===== config.mk =====
export PLATFORM = sky130hd
export DESIGN_NAME = matmul_host_seq_flat
export DESIGN_NICKNAME = d
export VERILOG_FILES = /design/src/rtl/matmul_host_seq_if.sv /design/src/rtl/matmul_host_seq.sv /design/src/flat_wrapper.sv
export SDC_FILE = /design/constraint.sdc
export NUM_CORES = 1
export LEC_CHECK = 0
export BUFFER_PORTS_ARGS = -buffer_cell sky130_fd_sc_hd__buf_4
export CORE_MARGIN = 2
export CORE_UTILIZATION = 60
export CTS_BUF_LIST = sky130_fd_sc_hd__clkbuf_4 sky130_fd_sc_hd__clkbuf_8
export DETAILED_ROUTE_END_ITERATION = 7
export PLACE_DENSITY = 0.91
export SETUP_SLACK_MARGIN = 0.3
export SYNTH_ARGS = -nofsm -noshare
export SYNTH_HDL_FRONTEND = slang
export SYNTH_SLANG_ARGS = --single-unit

===== constraint.sdc =====
create_clock -name clk -period 4.7 [get_ports clk]
set_clock_uncertainty 0.15 [all_clocks]
set_input_delay 0.47 -clock clk [delete_from_list [all_inputs] [get_ports clk]]
set_output_delay 0.47 -clock clk [all_outputs]
set_load 0.02 [all_outputs]

===== src/rtl/matmul_host_seq_if.sv =====
// Byte-stream, controller load/read and status signals of the matmul host sequencer.
// slave = the sequencer itself, master = the surrounding host/controller side.
interface matmul_host_seq_if;
  logic       in_valid;
  logic       in_ready;
  logic [7:0] in_data;
  logic       res_valid;
  logic       res_ready;
  logic [7:0] res_data;
  logic       busy;
  logic       ctl_rst;
  logic       load_en;
  logic       load_sel_ab;
  logic [1:0] load_index;
  logic [7:0] load_data;
  logic       output_en;
  logic [1:0] output_sel;
  logic [7:0] out_data;

  modport slave (
    input  in_valid, in_data, res_ready, out_data,
    output in_ready, res_valid, res_data, busy, ctl_rst,
           load_en, load_sel_ab, load_index, load_data, output_en, output_sel
  );

  modport master (
    output in_valid, in_data, res_ready, out_data,
    input  in_ready, res_valid, res_data, busy, ctl_rst,
           load_en, load_sel_ab, load_index, load_data, output_en, output_sel
  );
endinterface


===== src/rtl/matmul_host_seq.sv =====
// Host-side sequencer for the 2x2 matmul controller: load 8 bytes, wait, burst-read 4, stream back.
// Optional MATMUL_SEQ_PERF_EN adds a 16-bit completed-job counter port.
//
// state | meaning
// CLR   | controller reset pulse, byte counter cleared
// IDLE  | ready for first job byte
// LOAD  | forwarding job bytes 1..7 to the controller load port
// WAIT  | fixed delay until the controller reaches its output state
// READ  | 4-cycle output_en burst, results captured into rbuf
// SEND  | streaming rbuf[0..3] over the result handshake
module matmul_host_seq #(
  parameter int READ_DELAY = 6
) (
  input  logic              clk,
  input  logic              rst_n,
`ifdef MATMUL_SEQ_PERF_EN
  output logic [15:0]       job_count,
`endif
  matmul_host_seq_if.slave  bus
);

  typedef enum logic [2:0] {S_CLR, S_IDLE, S_LOAD, S_WAIT, S_READ, S_SEND} state_t;

  localparam logic [3:0] DLY_INIT = 4'(READ_DELAY - 1);

  state_t     state_q, state_d;
  logic [2:0] cnt_q, cnt_d;
  logic [3:0] dly_q, dly_d;
  logic [1:0] idx_q, idx_d;
  logic [7:0] rbuf_q [4];
  logic [7:0] rbuf_d [4];
  logic       in_ready_q, in_ready_d;
  logic       busy_q, busy_d;
  logic       ctl_rst_q, ctl_rst_d;
  logic       load_en_q, load_en_d;
  logic       load_sel_q, load_sel_d;
  logic [1:0] load_idx_q, load_idx_d;
  logic [7:0] load_data_q, load_data_d;
  logic       oe_q, oe_d;
  logic [1:0] osel_q, osel_d;
  logic       res_valid_q, res_valid_d;
  logic [7:0] res_data_q, res_data_d;
`ifdef MATMUL_SEQ_PERF_EN
  logic [15:0] job_q, job_d;
`endif

  always_comb begin
    state_d     = state_q;
    cnt_d       = cnt_q;
    dly_d       = dly_q;
    idx_d       = idx_q;
    rbuf_d      = rbuf_q;
    load_en_d   = 1'b0;
    load_sel_d  = load_sel_q;
    load_idx_d  = load_idx_q;
    load_data_d = load_data_q;
    oe_d        = 1'b0;
    osel_d      = osel_q;
    res_valid_d = res_valid_q;
    res_data_d  = res_data_q;
`ifdef MATMUL_SEQ_PERF_EN
    job_d       = job_q;
`endif
    case (state_q)
      S_CLR: begin
        cnt_d   = 3'd0;
        state_d = S_IDLE;
      end
      S_IDLE, S_LOAD: begin
        if (bus.in_valid && in_ready_q) begin
          load_en_d   = 1'b1;
          load_sel_d  = cnt_q[2];
          load_idx_d  = cnt_q[1:0];
          load_data_d = bus.in_data;
          cnt_d       = cnt_q + 3'd1;
          dly_d       = DLY_INIT;
          state_d     = (cnt_q == 3'd7) ? S_WAIT : S_LOAD;
        end
      end
      S_WAIT: begin
        if (dly_q == 4'd0) begin
          state_d = S_READ;
          oe_d    = 1'b1;
          osel_d  = 2'd0;
        end else begin
          dly_d = dly_q - 4'd1;
        end
      end
      S_READ: begin
        // The controller drops out of its output state after 4 enables, so never stall here.
        rbuf_d[osel_q] = bus.out_data;
        if (osel_q == 2'd3) begin
          state_d     = S_SEND;
          osel_d      = 2'd0;
          idx_d       = 2'd0;
          res_valid_d = 1'b1;
          res_data_d  = rbuf_q[0];
        end else begin
          oe_d   = 1'b1;
          osel_d = osel_q + 2'd1;
        end
      end
      S_SEND: begin
        if (res_valid_q && bus.res_ready) begin
          if (idx_q == 2'd3) begin
            state_d     = S_CLR;
            res_valid_d = 1'b0;
            cnt_d       = 3'd0;
`ifdef MATMUL_SEQ_PERF_EN
            job_d       = job_q + 16'd1;
`endif
          end else begin
            idx_d      = idx_q + 2'd1;
            res_data_d = rbuf_q[idx_q + 2'd1];
          end
        end
      end
      default: state_d = S_CLR;
    endcase
    in_ready_d = (state_d == S_IDLE) || (state_d == S_LOAD);
    busy_d     = (state_d != S_IDLE);
    ctl_rst_d  = (state_d == S_CLR);
  end

  always_ff @(posedge clk or negedge rst_n) begin
    if (!rst_n) begin
      state_q     <= S_CLR;
      cnt_q       <= 3'd0;
      dly_q       <= 4'd0;
      idx_q       <= 2'd0;
      rbuf_q      <= '{default: 8'h00};
      in_ready_q  <= 1'b0;
      busy_q      <= 1'b0;
      ctl_rst_q   <= 1'b1;
      load_en_q   <= 1'b0;
      load_sel_q  <= 1'b0;
      load_idx_q  <= 2'd0;
      load_data_q <= 8'h00;
      oe_q        <= 1'b0;
      osel_q      <= 2'd0;
      res_valid_q <= 1'b0;
      res_data_q  <= 8'h00;
`ifdef MATMUL_SEQ_PERF_EN
      job_q       <= 16'd0;
`endif
    end else begin
      state_q     <= state_d;
      cnt_q       <= cnt_d;
      dly_q       <= dly_d;
      idx_q       <= idx_d;
      rbuf_q      <= rbuf_d;
      in_ready_q  <= in_ready_d;
      busy_q      <= busy_d;
      ctl_rst_q   <= ctl_rst_d;
      load_en_q   <= load_en_d;
      load_sel_q  <= load_sel_d;
      load_idx_q  <= load_idx_d;
      load_data_q <= load_data_d;
      oe_q        <= oe_d;
      osel_q      <= osel_d;
      res_valid_q <= res_valid_d;
      res_data_q  <= res_data_d;
`ifdef MATMUL_SEQ_PERF_EN
      job_q       <= job_d;
`endif
    end
  end

  assign bus.in_ready    = in_ready_q;
  assign bus.busy        = busy_q;
  assign bus.ctl_rst     = ctl_rst_q;
  assign bus.load_en     = load_en_q;
  assign bus.load_sel_ab = load_sel_q;
  assign bus.load_index  = load_idx_q;
  assign bus.load_data   = load_data_q;
  assign bus.output_en   = oe_q;
  assign bus.output_sel  = osel_q;
  assign bus.res_valid   = res_valid_q;
  assign bus.res_data    = res_data_q;
`ifdef MATMUL_SEQ_PERF_EN
  assign job_count       = job_q;
`endif

endmodule

===== src/flat_wrapper.sv =====
// flat-port wrapper written by rule: the top's interface ports become plain ports
module matmul_host_seq_flat 
#(
  parameter int READ_DELAY = 6
)
  (clk, rst_n, bus_in_valid, bus_in_data, bus_res_ready, bus_out_data, bus_in_ready, bus_res_valid, bus_res_data, bus_busy, bus_ctl_rst, bus_load_en, bus_load_sel_ab, bus_load_index, bus_load_data, bus_output_en, bus_output_sel);
  matmul_host_seq_if bus_i ();
  input  logic clk;
  input  logic rst_n;
  input wire logic [$bits(bus_i.in_valid)-1:0] bus_in_valid;
  input wire logic [$bits(bus_i.in_data)-1:0] bus_in_data;
  input wire logic [$bits(bus_i.res_ready)-1:0] bus_res_ready;
  input wire logic [$bits(bus_i.out_data)-1:0] bus_out_data;
  output wire logic [$bits(bus_i.in_ready)-1:0] bus_in_ready;
  output wire logic [$bits(bus_i.res_valid)-1:0] bus_res_valid;
  output wire logic [$bits(bus_i.res_data)-1:0] bus_res_data;
  output wire logic [$bits(bus_i.busy)-1:0] bus_busy;
  output wire logic [$bits(bus_i.ctl_rst)-1:0] bus_ctl_rst;
  output wire logic [$bits(bus_i.load_en)-1:0] bus_load_en;
  output wire logic [$bits(bus_i.load_sel_ab)-1:0] bus_load_sel_ab;
  output wire logic [$bits(bus_i.load_index)-1:0] bus_load_index;
  output wire logic [$bits(bus_i.load_data)-1:0] bus_load_data;
  output wire logic [$bits(bus_i.output_en)-1:0] bus_output_en;
  output wire logic [$bits(bus_i.output_sel)-1:0] bus_output_sel;
  assign bus_i.in_valid = bus_in_valid;
  assign bus_i.in_data = bus_in_data;
  assign bus_i.res_ready = bus_res_ready;
  assign bus_i.out_data = bus_out_data;
  assign bus_in_ready = bus_i.in_ready;
  assign bus_res_valid = bus_i.res_valid;
  assign bus_res_data = bus_i.res_data;
  assign bus_busy = bus_i.busy;
  assign bus_ctl_rst = bus_i.ctl_rst;
  assign bus_load_en = bus_i.load_en;
  assign bus_load_sel_ab = bus_i.load_sel_ab;
  assign bus_load_index = bus_i.load_index;
  assign bus_load_data = bus_i.load_data;
  assign bus_output_en = bus_i.output_en;
  assign bus_output_sel = bus_i.output_sel;
  matmul_host_seq #(.READ_DELAY(READ_DELAY)) u_core (.clk(clk), .rst_n(rst_n), .bus(bus_i));
endmodule

Word-level counts from Yosys, hierarchy flattened
Index checks and enable logic that the tools add are counted.
{"block": "totals", "reg_bits": 71, "latch_bits": 0, "ramBits": 0, "romBits": 0, "inputBits": 20, "out_inout_bits": 27, "elab_cells": 104, "n_memories": 0}
{"block": "classes", "addsub": 4, "multipliers": 0, "div_mod_pow": 0, "magnitude_cmp": 3, "n_eq_ne": 18, "n_shift": 0, "n_mux": 40, "bitwise_logic": 2, "n_reduce_logical": 18}
{"op": "2-to-1 mux 8 bit", "n": 6}
{"op": "bitwise mux 32 bit", "n": 1}
{"op": "2-to-1 mux 3 bit", "n": 8}
{"op": "binary-select mux 8 bit (select 2 bit)", "n": 1}
{"op": "demux 8 bit (select 2 bit)", "n": 1}
{"op": "case mux 8 bit (2 select lines)", "n": 1}
{"op": "case mux 3 bit (5 select lines)", "n": 1}
{"op": "AND reduction 4 bit", "n": 3}
{"op": "2-to-1 mux 2 bit", "n": 5}
{"op": "!= test 2 x 1 -> 1 bit (second input constant)", "n": 5}
{"op": "equality test 3 x 2 -> 1 bit (second input constant)", "n": 3}
{"op": "equality test 3 bit (second input constant)", "n": 3}
{"op": "case mux 3 bit (3 select lines)", "n": 1}
{"op": "2-to-1 mux 1 bit", "n": 8}
{"op": "2-to-1 mux 4 bit", "n": 2}
{"op": "case mux 2 bit (2 select lines)", "n": 2}
{"op": "case mux 4 bit (2 select lines)", "n": 1}
{"op": "equality test 3 x 1 -> 1 bit (second input constant)", "n": 2}
{"op": "greater-or-equal comparator 3 bit (second input constant)", "n": 2}
{"op": "zero test 3 bit", "n": 2}
{"op": "NOT 2 -> 3 bit", "n": 2}
{"op": "nonzero test 2 bit", "n": 3}
{"op": "adder 2 x 1 -> 2 bit (second input constant)", "n": 2}
{"op": "equality test 2 bit (second input constant)", "n": 2}
{"op": "other kinds (13)", "n": 18}

Depth between registers and ports, before layout
Gate-level depths: netlist of run 1.
{"block": "logic_depth", "depth_word": 8, "depth_mapped": 7, "depth_no_buf": 6}

Worst setup path before layout of run 1
No wires, ideal clock.
{"block": "synth_timing", "path_type": "reg-to-reg", "start": "reg u_core.idx_q[0]", "end": "reg u_core.res_data_q[0], in the netlist u_core.bus.res_data[0]", "t_arrival_ps": 1595, "t_required_ps": 4422, "slack_ps": 2827, "path_stages_with_launch": 6, "n_path_buf": 0, "synth_period_minus_slack_ps": 1873, "cell_sequence": "dfrtp_1 > ha_1 > nand2b_1 > nor4_4 > nor2_4 > mux2_1"}
{"block": "synth_between", "elab_chain_cells": 8, "elab_cells_between_ends": 11}
{"element": "from (decl)", "line_no": "matmul_host_seq.sv:29", "rtl": "logic [1:0] idx_q, idx_d;"}
{"element": "from (signal assigned)", "line_no": "matmul_host_seq.sv:150", "rtl": "idx_q <= idx_d;"}
{"element": "adder 2 x 1 -> 2 bit", "line_no": "matmul_host_seq.sv:114", "rtl": "res_data_d = rbuf_q[idx_q + 2'd1];"}
{"element": "NOT 2 -> 3 bit (implied by the code)", "line_no": "matmul_host_seq.sv:114"}
{"element": "binary-select mux 8 bit (select 2 bit)", "line_no": "matmul_host_seq.sv:114"}
{"element": "2-to-1 mux 8 bit (implied by the code) (2 in a row)", "line_no": "matmul_host_seq.sv:114"}
{"element": "2-to-1 mux 8 bit", "line_no": "matmul_host_seq.sv:105", "rtl": "if (idx_q == 2'd3) begin"}
{"element": "2-to-1 mux 8 bit", "line_no": "matmul_host_seq.sv:104", "rtl": "if (res_valid_q && bus.res_ready) begin"}
{"element": "case mux 8 bit (2 select lines)", "line_no": "matmul_host_seq.sv:64", "rtl": "case (state_q)"}
{"element": "to (signal assigned)", "line_no": "matmul_host_seq.sv:162", "rtl": "res_data_q <= res_data_d;"}
{"element": "to (decl)", "line_no": "matmul_host_seq.sv:42", "rtl": "logic [7:0] res_data_q, res_data_d;"}
Several ways; a longest one is shown, not always the timed one. The select of a mux whose other input is x is not followed.
A chain may end at the register's enable or synchronous reset.

Worst setup path after layout of run 1
{"block": "layout_timing", "start": "reg u_core.state_q[1]", "end": "reg u_core.rbuf_q[30] (netlist name)"}
{"block": "layout_between", "elab_chain_cells": 1}
{"element": "from (decl)", "line_no": "matmul_host_seq.sv:26", "rtl": "state_t state_q, state_d;"}
{"element": "from (signal assigned)", "line_no": "matmul_host_seq.sv:147", "rtl": "state_q <= state_d;"}
{"element": "equality test 3 bit", "line_no": "matmul_host_seq.sv:64"}
{"element": "to (signal assigned)", "line_no": "matmul_host_seq.sv:151", "rtl": "rbuf_q <= rbuf_d;"}
{"element": "to (decl)", "line_no": "matmul_host_seq.sv:30", "rtl": "logic [7:0] rbuf_q [4];"}
Every way passes these cells.

==> qor.csv, run 1 <==
stage,metric,value,unit
synth,Syn. warnings,0,
global_routing,first-pass GRT wire length,10900,um
outcome,outcome,"finished, final reports clean",
placement,post-DP HPWL,4570,um
timing,final setup margin,2.39,ns
synth,"Avg Cell Area, Syn",12.3,um^2
floorplan,die area,6130,um^2
synth,Post-Syn Nets,298,
final_layout,layout cells sized above 1,34.6,%
worst_setup_path,Critical Path AT,2.42,ns
hold_path,min-delay worst type,in -> async,
worst_setup_path,CP max FO,15,
power_and_ir_drop,Internal Pwr Total,0.00147,W
route,DR iter-0 viols,243,
global_routing,grt total ovfl,0,
clocking,root buf cell,clkbuf_8,
route,TritonRoute pass-1 iters,4,
final_layout,Finished Cell Area,3870,um^2
final_layout,Final Net Count,341,
placement,dpl cells,374,
final_layout,Fill cells,377,
synth,"count leader, synth",dfrtp_1,
synth,"Top FF cell, synth",dfrtp_1,
worst_setup_path,CP Launch Type,register,
route,total wire length,6640,um
timing,Final Setup Violations,0,
clocking,hold_buf cts,0,
worst_setup_path,RR Endpoint,u_core.rbuf_q[30],
placement,GPL Wtd Cong,0.828,
clocking,CTS tree,done,
power_and_ir_drop,Max VDD drop,0.399,mV
synth,top-area cell type share of the netlist area,52.9,%
worst_setup_path,Setup CP Type,reg -> reg,
global_routing,total track usage,23.7,%
route,wire per inst,17.0,um
timing,final period utilization,49.3,%
worst_setup_path,r2r worst-path depth,3,
synth,Mapped Area,3310,um^2
floorplan,io pins,47,
power_and_ir_drop,Psw,0.000826,W
global_routing,largest net degree at the start of global routing,72,
worst_setup_path,Critical Path RT,4.80,ns
power_and_ir_drop,pwr dens,593,nW/um^2
synth,distinct cell type count after synthesis,49,
synth,Area contributors post-synth,"dfrtp_1 53%, mux2_2 12%, mux2_1 4.1%, ha_1 3.0%, nand2_1 2.4%",
synth,Post-synth ARST share,100,%
synth,Synth area leader,dfrtp_1,
route,DRT antenna net count,0,
final_layout,Synth-to-Final Area Change,16.8,%
timing,fmax,432,MHz
route,DRC viols,0,
power_and_ir_drop,clock share of power,23.6,%
floorplan,num rows,27,
placement,worst slack at placement,2.44,ns
clocking,CTS H-tree lvls,3,
worst_setup_path,launch point of the worst reg-to-reg path,u_core.state_q[1],
route,vias per cell,5.78,
timing,final hold violation count,0,
clocking,clock buffer depth,2,
final_layout,Non-Filler Instances,390,
clocking,"Clk pin slew, worst setup/hold paths",0.08,ns
clocking,post-CTS sizing,0,
timing,Final Max Slew Viols,0,
timing,RSZ-0062 raised after global routing,no,
global_routing,initial antenna violation count,0,
power_and_ir_drop,static leakage,1.90,nW
route,via count,2255,
synth,number of synthesized flops with an enable pin,0,
timing,Slew headroom,42.4,%
global_routing,vias in the first global route,2200,
clocking,total CTS buffers,9,
floorplan,area of the core,5410,um^2
worst_setup_path,CP Capture Type,register,
power_and_ir_drop,Logic pwr share,34.9,%
power_and_ir_drop,sequential share of power,41.5,%
clocking,CTS Sinks,71,
worst_setup_path,"reg-to-reg slack, setup",2.39,ns
power_and_ir_drop,Sw Share,36.0,%
synth,Yosys reg bits,71,
synth,Post-synth top cells,"70 x dfrtp_1, 34 x mux2_2, 21 x nand2_1, 15 x a21oi_1, 15 x inv_1",
floorplan,die height,78.3,um
floorplan,starting density of the core,61.3,%
timing,Fin Setup TNS,0,ns
timing,fin crit period,2.31,ns
floorplan,Chip Width,78.3,um
synth,"Seq/Total Area, Yosys",53.6,%
final_layout,Final Util,71.6,%
synth,Mapped Cells,270,
clocking,post-CTS setup buffers,0,
placement,Post-Place Cell Area,3650,um^2
timing,Least-Margin Pin Slew,0.864,ns
placement,PortBufs,46,
final_layout,Ant. Diodes,0,
flow_run,Max Cap Viol,0,
clocking,clk_lat worst skew,0.36,ns
## cells by family after synthesis
kind of cell             synth area share [%]
AO/OA/AOI/OAI                            11.5
flip-flops                               53.6
adder cells (fa/ha/maj)                  3.02
multiplexers                             15.9
XOR/XNOR                                0.529
buffers and inverters                    4.87
AND/OR/NAND/NOR                          10.5
## final cells by class
cell class	instances	area, um^2	area share, %
multi-input cells	169	1380	35.5
inverters	16	61.3	1.58
repair buffers	46	345	8.92
well taps	72	90.1	2.33
clock buffers	9	124	3.20
flip-flops and latches	71	1780	45.9
clock inverters	7	96.3	2.49
## power groups by stage
stage,sequential (W),combinational (W),clock [W]
global route,0.000976,0.000879,0.000574
CTS,0.000951,0.000805,0.000547
detailed placement,0.000958,0.000804,0
global placement,0.000950,0.000761,0
floorplan,0.000972,0.000561,0
finish,0.000952,0.000803,0.000541
## flip-flops by register name (all words and copies together), names as in the netlist, 2 cells and up
register,count
u_core.bus.output_sel,2
u_core.rbuf_q,32
u_core.bus.load_data,8
u_core.idx_q,2
u_core.bus.load_index,2
u_core.state_q,3
u_core.dly_q,4
u_core.bus.res_data,8
u_core.cnt_q,3
## per-layer routing
| metal | track usage (%) | wire, um |
|---|---|---|
| met3 | 6.44 | 370 |
| met5 | 0 | 0 |
| met2 | 35.5 | 3240 |
| met1 | 32.5 | 2870 |
| met4 | 11.4 | 151 |
## through the flow
stage,hold slack [ns],total power (W)
after detailed placement,0.330,0.00176
after global placement,0.322,0.00171
after CTS,0.0987,0.00230
after global routing,0.147,0.00243
after floorplan,0.0244,0.00153
final,0.0520,0.00230
## placed cells by master, fill, tap and decap left out, drive strengths merged, types with 2 or more instances in the layout
cell type  count
dfrtp         70
buf           46
mux2          46
nand2         21
inv           16
a21oi         16
o21ai         14
o22ai          9
clkbuf         9
ha             8
o32ai          7
nand2b         6
nor2           5
clkinv         5
and2           5
a22o           4
or3            3
nor2b          2
nor3           2
o2bb2ai        2
bufinv         2
nor3b          2
nor4           2
## critical path, cell delays in order (launching register included)
cell and delay, ns:
dfrtp_1 0.58, nor3b_2 0.38, and2_0 0.68, mux2_2 0.41
## how the worst max path moves through the flow
| stage | startpoint | end | slack (ns) | depth (start not counted) |
|---|---|---|---|---|
| CTS | u_core.state_q[1] | u_core.rbuf_q[30] | 2.40 | 3 |
| detailed placement | u_core.state_q[1] | u_core.bus.res_data[1] | 2.44 | 4 |
| finish | u_core.state_q[1] | u_core.rbuf_q[30] | 2.39 | 3 |
| floorplan | u_core.idx_q[0] | u_core.bus.res_data[0] | 2.83 | 5 |
| global placement | u_core.state_q[1] | u_core.bus.res_data[4] | 2.52 | 4 |
| global route | u_core.state_q[1] | u_core.rbuf_q[30] | 2.20 | 3 |
No activity file was read; power rests on OpenSTA's default activity.
==> inputs of run 2 (changes only) <==
--- a/config.mk
+++ b/config.mk
@@ -5,12 +5,13 @@
 export SDC_FILE = /design/constraint.sdc
 export NUM_CORES = 1
 export LEC_CHECK = 0
+export ABC_AREA = 1
 export BUFFER_PORTS_ARGS = -buffer_cell sky130_fd_sc_hd__buf_4
 export CORE_MARGIN = 2
-export CORE_UTILIZATION = 60
+export CORE_UTILIZATION = 53
 export CTS_BUF_LIST = sky130_fd_sc_hd__clkbuf_4 sky130_fd_sc_hd__clkbuf_8
 export DETAILED_ROUTE_END_ITERATION = 7
-export PLACE_DENSITY = 0.91
+export PLACE_DENSITY = 0.86
 export SETUP_SLACK_MARGIN = 0.3
 export SYNTH_ARGS = -nofsm -noshare
 export SYNTH_HDL_FRONTEND = slang
==> constraint.sdc (replaced) <==
create_clock -name clk -period 2.1 [get_ports clk]
set_clock_uncertainty 0.15 [all_clocks]
set_input_delay 0.21 -clock clk [delete_from_list [all_inputs] [get_ports clk]]
set_output_delay 0.21 -clock clk [all_outputs]
set_load 0.02 [all_outputs]
==> qor.csv, run 2 <==
stage,metric,value,unit
outcome,outcome,"finished, final reports clean",
clocking,root buf cell,clkbuf_8,
clocking,"Clk pin slew, worst setup/hold paths",0.07,ns
worst_setup_path,worst-path cell chain,nand2_1 -> nor2_2 -> nand2_1 -> nand2_1 -> o21ai_0,
final_layout,"commonest non-fill, non-tap cell in the layout",nand2_1,
worst_setup_path,Critical-path top delay cell,dfrtp_1,
synth,top-area cell type share of the netlist area,53.1,%
synth,Post-synth ARST share,100,%
final_layout,Fill cells,492,
hold_path,min-delay worst type,in -> reg,
route,DR iter-0 viols,251,
clocking,total CTS buffers,9,
route,DRC viols,0,
worst_setup_path,Critical Path RT,2.14,ns
synth,Synth area leader,dfrtp_1,
power_and_ir_drop,Max VDD drop,0.755,mV
floorplan,die height,82.9,um
synth,number of synthesized flops with an enable pin,0,
timing,Least-Margin Pin Slew,0.496,ns
synth,Post-Syn Nets,433,
clocking,post-CTS setup buffers,0,
final_layout,Ant. Diodes,0,
placement,GPL Wtd Cong,0.795,
clocking,CTS Sinks,71,
synth,compound-gate portion of the synthesized area,8.57,%
global_routing,largest net degree at the start of global routing,39,
synth,mux share of post-synthesis cell area,0,%
synth,Area contributors post-synth,"dfrtp_1 53%, nand2_1 17%, o21ai_0 7.0%, nor2_1 5.3%, ha_1 3.0%",
worst_setup_path,r2r worst-path depth,5,
placement,Post-Place Cell Area,3720,um^2
final_layout,layout cells sized above 1,18.2,%
final_layout,"commonest cells after routing, fill and taps aside","147 x nand2_1, 70 x dfrtp_1, 51 x buf_4, 47 x nor2_1, 46 x o21ai_0",
final_layout,Finished Cell Area,4010,um^2
synth,"Top FF cell, synth",dfrtp_1,
placement,post-DP HPWL,5040,um
clocking,clock buffer depth,2,
final_layout,Biggest register,u_core.rbuf_q,
final_layout,Synth-to-Final Area Change,21.4,%
timing,final hold violation count,0,
route,TritonRoute pass-1 iters,5,
hold_path,hold path depth,3,
worst_setup_path,CP max FO,16,
worst_setup_path,CP Capture Type,register,
hold_path,Min-Delay Startpoint,bus_out_data[6],
timing,fmax,565,MHz
route,wire per inst,13.6,um
power_and_ir_drop,pwr dens,1460,nW/um^2
final_layout,Final Net Count,493,
hold_path,Min-Delay Endpoint,u_core.rbuf_q[30],
floorplan,io pins,47,
floorplan,die area,6870,um^2
worst_setup_path,Crit path depth,5,
synth,Syn. warnings,0,
synth,main combinational cell family by area after synthesis,simple AND/OR/NAND/NOR gates,
timing,Hold WS,0.0257,ns
global_routing,grt total ovfl,0,
global_routing,first-pass GRT wire length,12400,um
floorplan,Chip Width,82.9,um
route,total wire length,7390,um
synth,Yosys reg bits,71,
synth,"count leader, synth",nand2_1,
route,vias per cell,5.24,
global_routing,vias in the first global route,2685,
worst_setup_path,Setup CP Type,reg -> reg,
power_and_ir_drop,static leakage,2.14,nW
worst_setup_path,Critical Path AT,1.82,ns
placement,PortBufs,46,
worst_setup_path,launch point of the worst reg-to-reg path,u_core.state_q[2],
floorplan,area of the core,5960,um^2
clocking,CTS H-tree lvls,3,
synth,adder-cell share of the synthesized area,3.03,%
worst_setup_path,CP bufs+invs,0,
worst_setup_path,"reg-to-reg slack, setup",0.33,ns
floorplan,num rows,28,
synth,"Seq/Total Area, Yosys",53.9,%
timing,Fin Setup TNS,0,ns
synth,distinct cell type count after synthesis,27,
flow_run,Max Cap Viol,0,
worst_setup_path,RR Endpoint,u_core.rbuf_q[27],
synth,xor and xnor area share after synthesis,0.266,%
worst_setup_path,Crit path max-delay family,simple AND/OR/NAND/NOR gates,
route,DRT antenna net count,0,
route,via count,2843,
worst_setup_path,CP Launch Type,register,
final_layout,max reg flops,32,
timing,RSZ-0062 raised after global routing,yes,
synth,Mapped Area,3300,um^2
worst_setup_path,CP peak stage delay,0.52,ns
synth,Post-synth top cells,"148 x nand2_1, 70 x dfrtp_1, 47 x nor2_1, 46 x o21ai_0, 26 x inv_1",
clocking,clk_lat worst skew,0.34,ns
timing,fin crit period,1.77,ns
worst_setup_path,most frequent CP cell,nand2_1,
global_routing,total track usage,22.2,%
timing,final period utilization,84.3,%
clocking,CTS tree,done,
timing,Slew headroom,66.8,%
synth,Synth Area in Simple Gates,28.6,%
synth,"Avg Cell Area, Syn",8.14,um^2
timing,Final Max Slew Viols,0,
timing,Final Setup Violations,0,
synth,Mapped Cells,405,
global_routing,initial antenna violation count,0,
floorplan,starting density of the core,55.4,%
## run 2: cell types whose count changed after synthesis, sizes merged, moves of 3 or more
cell,delta
nand2,+130
and2,-5
mux2,-46
buf,-3
a21oi,-14
nand2b,-6
o32ai,-7
a22o,-4
nand3,+20
or3,-3
inv,+13
nor2,+48
o21ai,+36
o22ai,-9
## run 2: worst min-delay path, stage by stage
cell     delay (ns)
buf_4          0.08
inv_1          0.06
o21ai_1        0.13
## run 2: timing repair
item,in CTS,in global routing
gates resized for setup,0,2
hold buffers,9,0
setup endpoints to repair,0,25
hold endpoints to repair,41,0
## run 2: worst max path at each step
stage / from / end / slack, ns
floorplan: u_core.bus.output_sel[0] / u_core.idx_q[0] / 0.51
global placement: u_core.state_q[2] / u_core.rbuf_q[11] / 0.48
detailed placement: u_core.state_q[2] / u_core.rbuf_q[12] / 0.38
CTS: u_core.state_q[2] / u_core.rbuf_q[12] / 0.34
global route: u_core.state_q[1] / u_core.rbuf_q[27] / 0.17
finish: u_core.state_q[2] / u_core.rbuf_q[27] / 0.33
## run 2: cell families (layout without fill, tap and decap cells)
kind of cell / Yosys count / count (layout)
AOI/OAI and AO/OA: 55 / 55
adders and majority gates: 8 / 8
and+or+nand+nor: 229 / 229
xor gates and xnor gates: 1 / 1
buffers and inverters: 41 / 104
DFF: 71 / 71
## run 2: final cells by class
cell class                      instances  area [um^2]  share of cell area, %
Inverter                               28          111                   2.78
Timing Repair inverter                  1         5.00                  0.125
Multi-Input combinational cell        293         1340                   33.4
Tap cell                               75         93.8                   2.34
Timing Repair Buffer                   61          493                   12.3
Clock buffer                           14          186                   4.65
Sequential cell                        71         1780                   44.4
## run 2: per-layer routing
layer	up-vias	global-route usage, %	part of all wire (%)
met3	13	4.67	5.8
li1	1389	-	-
met2	92	36.3	50
met5	-	0	0
met1	1349	29.8	43
met4	0	7.30	1.5
## run 2: stage by stage
step / setup slack [ns] / power, W / utilization [%] / cells
3_5_place_dp: 0.378 / 0.00481 / 62.4 / 519
4_1_cts: 0.341 / 0.00586 / 67.1 / 542
3_3_place_gp: 0.479 / 0.00467 / 62.4 / 519
6_report: 0.329 / 0.00586 / 67.2 / 543
5_1_grt: 0.167 / 0.00633 / 67.2 / 543
2_1_floorplan: 0.507 / 0.00398 / - / 405
## run 2: report_power, final
part           switching [W]  total (W)  internal, W
clock               0.000461    0.00102     0.000559
combinational        0.00161    0.00259     0.000976
sequential          0.000360    0.00225      0.00189
total                0.00243    0.00586      0.00343
==> inputs of run 3 (changes only) <==
--- a/config.mk
+++ b/config.mk
@@ -5,13 +5,13 @@
 export SDC_FILE = /design/constraint.sdc
 export NUM_CORES = 1
 export LEC_CHECK = 0
-export ABC_AREA = 1
+export ABC_AREA = 0
 export BUFFER_PORTS_ARGS = -buffer_cell sky130_fd_sc_hd__buf_4
 export CORE_MARGIN = 2
-export CORE_UTILIZATION = 53
+export CORE_UTILIZATION = 59
 export CTS_BUF_LIST = sky130_fd_sc_hd__clkbuf_4 sky130_fd_sc_hd__clkbuf_8
 export DETAILED_ROUTE_END_ITERATION = 7
-export PLACE_DENSITY = 0.86
+export PLACE_DENSITY = 0.9
 export SETUP_SLACK_MARGIN = 0.3
 export SYNTH_ARGS = -nofsm -noshare
 export SYNTH_HDL_FRONTEND = slang
==> constraint.sdc (replaced) <==
create_clock -name clk -period 1.8 [get_ports clk]
set_clock_uncertainty 0.15 [all_clocks]
set_input_delay 0.18 -clock clk [delete_from_list [all_inputs] [get_ports clk]]
set_output_delay 0.18 -clock clk [all_outputs]
set_load 0.02 [all_outputs]
==> qor.csv, run 3 (synthesized netlist as in run 1, its figures left out) <==
stage,metric,value,unit
clocking,root buf cell,clkbuf_8,
worst_setup_path,origin of the worst setup path,u_core.state_q[1],
worst_setup_path,"reg-to-reg slack, setup",-0.32,ns
worst_setup_path,CP Capture Type,register,
final_layout,max reg flops,32,
final_layout,Non-Filler Instances,475,
timing,final hold violation count,0,
worst_setup_path,Critical Path RT,1.91,ns
power_and_ir_drop,Max VDD drop,1.31,mV
clocking,clk_lat worst skew,0.38,ns
power_and_ir_drop,static leakage,2.57,nW
placement,post-DP HPWL,5250,um
worst_setup_path,RR Endpoint,u_core.bus.res_data[2],
timing,Fin Setup TNS,-13.31,ns
outcome,failing checks,negative setup slack,
route,total wire length,15500,um
floorplan,io pins,47,
route,wire per inst,32.6,um
clocking,total CTS buffers,9,
placement,GPL Wtd Cong,0.872,
worst_setup_path,CP max FO,7,
clocking,"Clk pin slew, worst setup/hold paths",0.09,ns
timing,final setup margin,-0.325,ns
timing,Final Setup Violations,68,
worst_setup_path,Critical Path AT,2.24,ns
timing,Least-Margin Pin Slew,0.609,ns
clocking,CTS tree,done,
flow_run,Max Cap Viol,0,
final_layout,"commonest cells after routing, fill and taps aside","81 x buf_4, 63 x dfrtp_1, 44 x mux2_4, 19 x buf_6, 17 x dlygate4sd3_1",
clocking,clock buffer depth,2,
worst_setup_path,launch point of the worst reg-to-reg path,u_core.state_q[1],
global_routing,largest net degree at the start of global routing,36,
route,DRT antenna net count,0,
floorplan,die area,6230,um^2
route,DR iter-0 viols,577,
global_routing,total track usage,41.1,%
global_routing,grt total ovfl,0,
timing,fin crit period,2.12,ns
worst_setup_path,Setup CP Type,reg -> reg,
final_layout,Biggest register,u_core.rbuf_q,
worst_setup_path,r2r worst-path depth,6,
power_and_ir_drop,pwr dens,1650,nW/um^2
clocking,CTS Sinks,71,
placement,dpl cells,407,
final_layout,Final Net Count,426,
timing,Final Max Slew Viols,0,
final_layout,Ant. Diodes,0,
timing,RSZ-0062 raised after global routing,yes,
floorplan,starting density of the core,60.6,%
hold_path,min-delay worst type,in -> reg,
floorplan,num rows,27,
global_routing,vias in the first global route,3204,
worst_setup_path,CP Launch Type,register,
clocking,CTS H-tree lvls,3,
floorplan,die height,79.0,um
final_layout,layout cells sized above 1,61.8,%
floorplan,area of the core,5470,um^2
route,DRC viols,0,
final_layout,Synth-to-Final Area Change,59.7,%
route,via count,3374,
timing,Slew headroom,59.2,%
outcome,outcome,"complete, but fails checks",
final_layout,"commonest non-fill, non-tap cell in the layout",buf_4,
final_layout,Fill cells,87,
route,vias per cell,7.10,
placement,PortBufs,46,
global_routing,initial antenna violation count,0,
global_routing,first-pass GRT wire length,18500,um
hold_path,hold path depth,3,
timing,final period utilization,118,%
floorplan,Chip Width,79.0,um
route,TritonRoute pass-1 iters,5,
timing,fmax,471,MHz
worst_setup_path,Setup crit end,u_core.bus.res_data[2],
-- run 3: cell count changes in the layout (fill, tap and decap cells not counted), sizes merged, moves of 12 or more --
| cell | change |
|---|---|
| nand2 | -130 |
| buf | +61 |
| nor2 | -48 |
| mux2 | +46 |
| o21ai | -36 |
| nand3 | -20 |
| a21oi | +14 |
| inv | -12 |
-- run 3: power by group --
part	switching, W	internal (W)
logic	0.00243	0.00219
registers	0.000491	0.00208
clock network	0.000714	0.000835
-- run 3: timing repair --
item	4_1_cts	5_1_grt
endpoints found under the setup margin	69	71
hold buffers	17	0
gates cloned	3	0
pin swaps	16	5
gates resized for setup	69	44
endpoints found under the hold margin	110	0
setup buffers	22	10
-- run 3: metrics by stage --
step	instance area, um^2	setup slack (ns)	total power (W)	hold slack [ns]	util [%]
after global routing	5290	-0.405	0.00891	0.0547	96.7
final	5290	-0.325	0.00875	0.0711	96.7
after CTS	5020	-0.0716	0.00746	0.0584	91.8
after global placement	4140	-0.0189	0.00508	-0.0742	75.7
after detailed placement	4140	-0.0823	0.00525	-0.0712	75.7
after floorplan	3530	-0.0363	0.00430	-0.266	-
-- run 3: cell type report --
type                    count  area, um^2  share of cell area, %
clock buffers              11         145                   2.74
clock inverters             5        81.3                   1.54
inverters                  16        76.3                   1.44
multi-input cells         169        1880                   35.5
flip-flops and latches     71        1790                   33.8
well taps                  72        90.1                   1.70
repair buffers            130        1220                   23.1
repair inverters            1        11.3                  0.213
-- run 3: critical path: stages, from the launching register on --
cell and delay (ns):
dfrtp_2 0.50, buf_12 0.16, nor3b_4 0.33, and2_4 0.30, nor2_4 0.10, buf_6 0.17
mux2_4 0.29
-- run 3: worst min path at each step --
stage / end / start
after CTS: u_core.state_q[2] / bus_res_ready
after global placement: u_core.bus.res_data[4] / rst_n
after detailed placement: u_core.rbuf_q[28] / rst_n
after floorplan: u_core.bus.busy / rst_n
final: u_core.state_q[2] / bus_res_ready
after global routing: u_core.state_q[2] / bus_res_ready
-- run 3: metal layers --
| metal | global-route usage [%] | share of wire [%] | vias up | routed length, um |
|---|---|---|---|---|
| li1 | - | - | 1214 | - |
| met5 | 0 | 0 | - | 0 |
| met1 | 51.6 | 34 | 1617 | 5290 |
| met2 | 66.7 | 45 | 402 | 6890 |
| met4 | 20.7 | 8.2 | 0 | 1260 |
| met3 | 10.3 | 13 | 141 | 2020 |
